`config.mk`:
```
export PLATFORM = sky130hd
export DESIGN_NAME = vu_zerodet_pipe
export DESIGN_NICKNAME = d
export VERILOG_FILES = /design/src/rtl/vu_zerodet_pipe.sv
export SDC_FILE = /design/constraint.sdc
export NUM_CORES = 1
export LEC_CHECK = 0
export BUFFER_PORTS_ARGS = -buffer_cell sky130_fd_sc_hd__buf_2
export CORE_AREA = 10 10 77 144
export DETAILED_ROUTE_END_ITERATION = 10
export DIE_AREA = 0 0 87 154
export PLACE_DENSITY = 0.77
export SLEW_MARGIN = 25
export SYNTH_ARGS = -nofsm -noshare
export SYNTH_HDL_FRONTEND = slang
export SYNTH_SLANG_ARGS = --single-unit
```
`constraint.sdc`:
```
create_clock -name clk -period 2 [get_ports clk]
set_clock_uncertainty 0.05 [all_clocks]
set_input_delay 0.4 -clock clk [delete_from_list [all_inputs] [get_ports clk]]
set_output_delay 0.4 -clock clk [all_outputs]
set_load 0.05 [all_outputs]
```
`src/rtl/vu_zerodet_pipe.sv`:
```
// Multi-lane zero / all-ones / sign-redundant / nonzero detector with per-lane sticky flags.
// Latency: 2 cycles (stage A group reduce, stage B lane reduce + flags); 1 result/cycle.
// Backpressure: stall freezes both stages and their valid bits; acc_clr is still honoured.
module vu_zerodet_pipe #(
  parameter int WIDTH = 16,
  parameter int LANES = 8
) (
  input  logic                   clk,
  input  logic                   reset,
  input  logic                   in_valid,
  input  logic                   stall,
  input  logic [1:0]             mode,
  input  logic [LANES-1:0]       lane_mask,
  input  logic [LANES*WIDTH-1:0] data,
  input  logic                   acc_clr,
  output logic                   out_valid,
  output logic [LANES-1:0]       hit,
  output logic                   all_hit,
  output logic                   any_hit,
  output logic [LANES-1:0]       sticky
);

  localparam int GROUPS = WIDTH / 4;

  localparam logic [1:0] MODE_ZERO = 2'b00;
  localparam logic [1:0] MODE_ONES = 2'b01;
  localparam logic [1:0] MODE_SIGN = 2'b10;
  localparam logic [1:0] MODE_NZ   = 2'b11;

  // Stage A: per-nibble zero/ones flags plus the transaction's mode and mask.
  logic [LANES*GROUPS-1:0] gz_d, gz_q;
  logic [LANES*GROUPS-1:0] go_d, go_q;
  logic [1:0]              mode_a_d, mode_a_q;
  logic [LANES-1:0]        mask_a_d, mask_a_q;
  logic                    va_d, va_q;

  // Stage B: result registers and sticky accumulator.
  logic                    out_valid_d, out_valid_q;
  logic [LANES-1:0]        hit_d, hit_q;
  logic                    all_hit_d, all_hit_q;
  logic                    any_hit_d, any_hit_q;
  logic [LANES-1:0]        sticky_d, sticky_q;

  logic [LANES-1:0]        hit_new;
  logic                    load_b;

  // Stage A next state: nibble-level reduction, captured only when not stalled.
  always_comb begin
    gz_d     = gz_q;
    go_d     = go_q;
    mode_a_d = mode_a_q;
    mask_a_d = mask_a_q;
    va_d     = va_q;
    if (!stall) begin
      va_d     = in_valid;
      mode_a_d = mode;
      mask_a_d = lane_mask;
      for (int i = 0; i < LANES; i++) begin
        for (int g = 0; g < GROUPS; g++) begin
          gz_d[i*GROUPS+g] = ~|data[i*WIDTH+g*4 +: 4];
          go_d[i*GROUPS+g] = &data[i*WIDTH+g*4 +: 4];
        end
      end
    end
  end

  // Stage B combinational: lane-level reduction and mode select, masked lanes forced to 0.
  always_comb begin
    logic z;
    logic o;
    logic r;
    z       = 1'b0;
    o       = 1'b0;
    r       = 1'b0;
    hit_new = '0;
    for (int i = 0; i < LANES; i++) begin
      z = &gz_q[i*GROUPS +: GROUPS];
      o = &go_q[i*GROUPS +: GROUPS];
      case (mode_a_q)
        MODE_ZERO: r = z;
        MODE_ONES: r = o;
        MODE_SIGN: r = z | o;
        MODE_NZ:   r = ~z;
        default:   r = 1'b0;
      endcase
      hit_new[i] = r & mask_a_q[i];
    end
  end

  assign load_b = va_q & ~stall;

  // Stage B next state: results load only on a valid unstalled cycle; bubbles only drop out_valid.
  always_comb begin
    out_valid_d = out_valid_q;
    hit_d       = hit_q;
    all_hit_d   = all_hit_q;
    any_hit_d   = any_hit_q;
    sticky_d    = sticky_q;
    if (!stall) begin
      out_valid_d = va_q;
    end
    if (load_b) begin
      hit_d     = hit_new;
      all_hit_d = (|mask_a_q) & (&(hit_new | ~mask_a_q));
      any_hit_d = |hit_new;
      sticky_d  = (acc_clr ? '0 : sticky_q) | hit_new;
    end else if (acc_clr) begin
      sticky_d = '0;
    end
  end

  // State registers; reset drops anything in flight and clears the accumulator.
  always_ff @(posedge clk) begin
    if (reset) begin
      gz_q        <= '0;
      go_q        <= '0;
      mode_a_q    <= '0;
      mask_a_q    <= '0;
      va_q        <= 1'b0;
      out_valid_q <= 1'b0;
      hit_q       <= '0;
      all_hit_q   <= 1'b0;
      any_hit_q   <= 1'b0;
      sticky_q    <= '0;
    end else begin
      gz_q        <= gz_d;
      go_q        <= go_d;
      mode_a_q    <= mode_a_d;
      mask_a_q    <= mask_a_d;
      va_q        <= va_d;
      out_valid_q <= out_valid_d;
      hit_q       <= hit_d;
      all_hit_q   <= all_hit_d;
      any_hit_q   <= any_hit_d;
      sticky_q    <= sticky_d;
    end
  end

  assign out_valid = out_valid_q;
  assign hit       = hit_q;
  assign all_hit   = all_hit_q;
  assign any_hit   = any_hit_q;
  assign sticky    = sticky_q;

endmodule

```
=== Word level (Yosys, flattened, before mapping) ===
Cells that the tools add are included.

* Eq/ne operators: 3
* Divide/modulo/power cells: 0
* Bitwise logic cells: 30
* Add/sub/neg operators: 0
* $lt $le $gt $ge: 0
* Multiply operators: 0
* Multiplexer cells: 10
* Shifts and indexed selects: 0
* Reduce and logical (&&, ||, !) cells: 116

{| class="wikitable"
|+ Operators with widths
! cell !! count
|-
| $reduce_and 4->1 || 48
|-
| $reduce_or 4->1 || 32
|-
| $logic_not 1->1 || 32
|-
| $pmux 1 s4 || 8
|-
| $mux 8 || 2
|-
| $or 8x8->8 || 2
|-
| $reduce_or 8->1 || 2
|-
| $and 1x1->1 || 10
|-
| $not 1->1 || 9
|-
| $not 8->8 || 1
|-
| $or 1x1->1 || 8
|-
| $reduce_and 8->1 || 1
|-
| $eq 2x2->1 const B || 2
|-
| $eq 2x1->1 const B || 1
|-
| $logic_not 2->1 || 1
|}

* Bits in latches: 0
* Memories: 0
* Register bits after elaboration: 94
* RAM bits: 0
* ROM bits: 0
* Output and inout bits: 19

=== Logic depth before layout (Yosys ltp) ===
* Depth after elaboration: 7
* Mapped depth: 7

=== Least setup slack after synthesis ===
OpenSTA, ideal clock, no wires.

* Kind: input to register
* Start point: input port stall
* End point: register gz_q[10]
* Path buffers: 3
* Stages: 6
* Slack: 0.476 ns
* Setup time: 0.128 ns
* Data arrival time: 1.346 ns
* Path through: clkbuf_1 -> clkbuf_1 -> clkbuf_1 -> nor2_1 -> a21oi_1 -> nor2_1

{| class="wikitable"
|+ RTL lines
! what !! line !! source
|-
| start: declaration || 11 || <nowiki>input logic stall,</nowiki>
|-
| end signal: assignment || 126 || <nowiki>gz_q <= gz_d;</nowiki>
|-
| end: declaration || 31 || <nowiki>logic [LANES*GROUPS-1:0] gz_d, gz_q;</nowiki>
|}

=== Final worst setup path ===
* Start point: register mode_a_q[0]
* End point: register all_hit_q, in the netlist all_hit

* Word-level cells in the longest chain between the ends: 6

{| class="wikitable"
|+ RTL lines
! what !! line !! source
|-
| start: declaration || 33 || <nowiki>logic [1:0] mode_a_d, mode_a_q;</nowiki>
|-
| start signal: assignment || 128 || <nowiki>mode_a_q <= mode_a_d;</nowiki>
|-
| $eq 2x2->1, or another cell as far along || 79 || <nowiki>case (mode_a_q)</nowiki>
|-
| $pmux 1 s4 || 79 ||
|-
| $and 1x1->1 || 86 || <nowiki>hit_new[i] = r & mask_a_q[i];</nowiki>
|-
| $or 8x8->8 * || 104 || <nowiki>all_hit_d = (|mask_a_q) & (&(hit_new | ~mask_a_q));</nowiki>
|-
| $reduce_and 8->1 * || 104 ||
|-
| $and 1x1->1 * || 104 ||
|-
| end signal: assignment || 133 || <nowiki>all_hit_q <= all_hit_d;</nowiki>
|-
| end: declaration || 40 || <nowiki>logic all_hit_d, all_hit_q;</nowiki>
|}

Mark *: on every way between the ends. The rest lies on a longest branch, timed or not.
A chain may end at the register's enable or synchronous reset.

==> results.yml <==
clock_tree:
  cts_tree: "built"
  worstSkewPairLatency_ns: 0.34
  cts_root_buffer: "clkbuf_16"
  hold_buffers: 0
  cts_buffers: 9
  post_cts_resized: 0
  ctsHtreeMaxLevel: 3
  cts.clk_slew.worst_paths_ns: 0.06
  clockBufferDepth: 2
  post_cts_buffers: 0
  cts.sinks: 94
yosys:
  avgSynthCellArea_sq_um: 7.98
  syn_nets: 655
  seq_area_frac_synth_pct: 46.0
  syn_area_sq_mm: 0.00409
  ys_types: 35
  yosysWarnings: 0
  synth_top_area_cell: "dfxtp_1"
  synthTopCellsByArea: "dfxtp_1 (46%), nor2_1 (13%), a21oi_1 (10%), nand4_1 (6.4%), or4_1 (5.9%)"
  synth_top_area_share_pct: 46.0
  synth-seq-cells: 94
  synthesis.instances: 512
final_layout:
  diodes: 0
  drive_gt1_share_pct: 27.5
  final.fill_count: 784
  stdcell_area_sq_mm: 0.00524
  syn2layout_area_growth_pct: 28.2
  nets: 803
setup_path:
  r2r-start: "mode_a_q[0]"
  cp_max_fo: 9
  r2r_end: "all_hit"
  crit_type: "reg -> reg"
  r2r_slack_ns: 0.25
  cp_data_required_time_ns: 2.21
  cp-end-kind: "register"
  critPathArrivalTime_ns: 1.96
  critPathLaunchType: "register"
  worst_r2r_path_depth: 5
grt:
  grt_pass1_vias: 4232
  antenna_found_initial: 0
  grt_usage_pct: 16.8
  grt_start_max_net_pins: 142
  grt-ovfl-total: 0
  grt_pass1_wl_microns: 18300
route:
  avgRoutedWirePerCell_microns: 15.0
  vias: 4175
  drt_iter0_drc: 215
  drc: 0
  drt_wl_total_microns: 11500
  avgViaCountPerCell: 5.46
  drtPass1Iterations: 5
  ant_nets: 0
floorplan:
  core.rowCount: 48
  die_x_microns: 87
  die_y_microns: 154
  start_util_pct: 46.9
  core_area_sq_mm: 0.00871
  die_area_sq_mm: 0.0134
  pin_count: 162
sta:
  final_hold_viol_count: 0
  setup_viol: 0
  setup_ws_ns: 0.246
  min_period_ns: 1.75
  setup_tns_ns: 0
  rsz0062_at_grt: "no"
  finalCritPeriodShare_pct: 87.7
  worstMarginPinSlew_ns: 0.575
  fmax_mhz: 570
  maxSlewHeadroom_pct: 61.7
  slew_viol_final: 0
hold_path:
  min_path_type: "in -> reg"
  hold_path_depth: 3
  worstHoldStart: "lane_mask[0]"
  holdPathEnd: "mask_a_q[0]"
power:
  p_total_w: 0.00391
  p_leak_nw: 2.22
  powerDensity_mw_per_mm2: 746
  ir_drop_mv: 0.443
outcome:
  status: "finished, final reports clean"
run:
  maxCapViolations: 0
placement:
  post-place-ws_ns: 0.288
  port_buffers: 161
  placed_area_sq_mm: 0.00496
  place_hpwl_microns: 9210
  place.gp.congestion: 0.827
## power breakdown
part / switching [W] / internal (W)
Sequential: 0.0000284 / 0.00191
Clock: 0.000650 / 0.000946
Combinational: 0.000199 / 0.000175
## kinds of logic after synthesis
group / synth area share, %
AND/OR/NAND/NOR: 32.8
multiplexers: 3.43
flip-flops: 46.0
adder cells (fa/ha/maj): 0.245
buffers and inverters: 3.15
XOR/XNOR: 0.398
AO/OA/AOI/OAI: 14.0
## critical path: stages (launching register included)
cell	delay, ns
dfxtp_1	0.52
nand2_1	0.24
mux2i_1	0.27
nor2_1	0.08
a221o_1	0.36
o31ai_2	0.17
## placed cells by master, fill, tap and decap left out, drive strengths merged, types with 2 or more instances in the layout
master	n
buf	167
nor2	146
dfxtp	94
a21oi	82
nand4	42
or4	32
clkbuf	16
mux2i	14
nand2	12
nand2b	9
and4	8
or2	7
o21ai	7
nor2b	5
o22ai	4
o211ai	2
inv	2
nor3b	2
a221o	2
o31ai	2
## cell type report
| class | count | area (sq um) | share of cell area, % |
|---|---|---|---|
| Timing Repair Buffer | 167 | 866 | 16.5 |
| Tap cell | 100 | 125 | 2.39 |
| Inverter | 2 | 7.51 | 0.143 |
| Clock buffer | 16 | 282 | 5.37 |
| Sequential cell | 94 | 1880 | 35.9 |
| Multi-Input combinational cell | 386 | 2080 | 39.6 |
## worst max-delay path by stage
stage	startpoint	to	slack (ns)
floorplan	stall	gz_q[10]	0.48
global placement	mode_a_q[0]	all_hit	0.36
detailed placement	mode_a_q[0]	all_hit	0.29
CTS	mode_a_q[0]	all_hit	0.27
global route	mode_a_q[0]	any_hit	0.13
finish	mode_a_q[0]	all_hit	0.25
## through the flow
stage                     instances  hold slack, ns  util, %
after floorplan                 512           0.401        -
after global placement          749           0.390     56.9
after detailed placement        749           0.400     56.9
after CTS                       765           0.236     60.2
after global routing            765           0.275     60.2
final                           765           0.246     60.2
## synth_stat cells
cell,number
nor2_1,146
dfxtp_1,94
a21oi_1,82
nand4_1,42
or4_1,32
clkbuf_1,24
mux2i_1,14
nand2_1,12
nand2b_1,9
and4_1,8
or2_1,7
o21ai_0,6
nor2b_1,5
buf_2,4
o22ai_1,3
a221o_1,2
inv_1,2
nor3b_1,2
o211ai_1,2
a221oi_2,1
a41oi_1,1
and2b_1,1
buf_1,1
buf_4,1
maj3_1,1
nand3b_1,1
nor3_1,1
nor4_1,1
o21ai_1,1
o21bai_1,1
o22ai_2,1
o2bb2ai_1,1
o31ai_1,1
o31ai_2,1
xnor2_2,1
## state kept, by name, summed over array words and instances, names as in the netlist
register	flops
all_hit	1
any_hit	1
go_q	32
gz_q	32
hit	8
mask_a_q	8
mode_a_q	2
out_valid	1
sticky	8
va_q	1
## metal layers
layer	track usage [%]	share of wire [%]	vias to the layer above
li1	-	-	2138
met1	16.5	37	1893
met2	30.3	54	123
met3	5.50	6.0	21
met4	7.53	2.4	0
met5	0	0	-
Power figures use the tool's default switching activity.
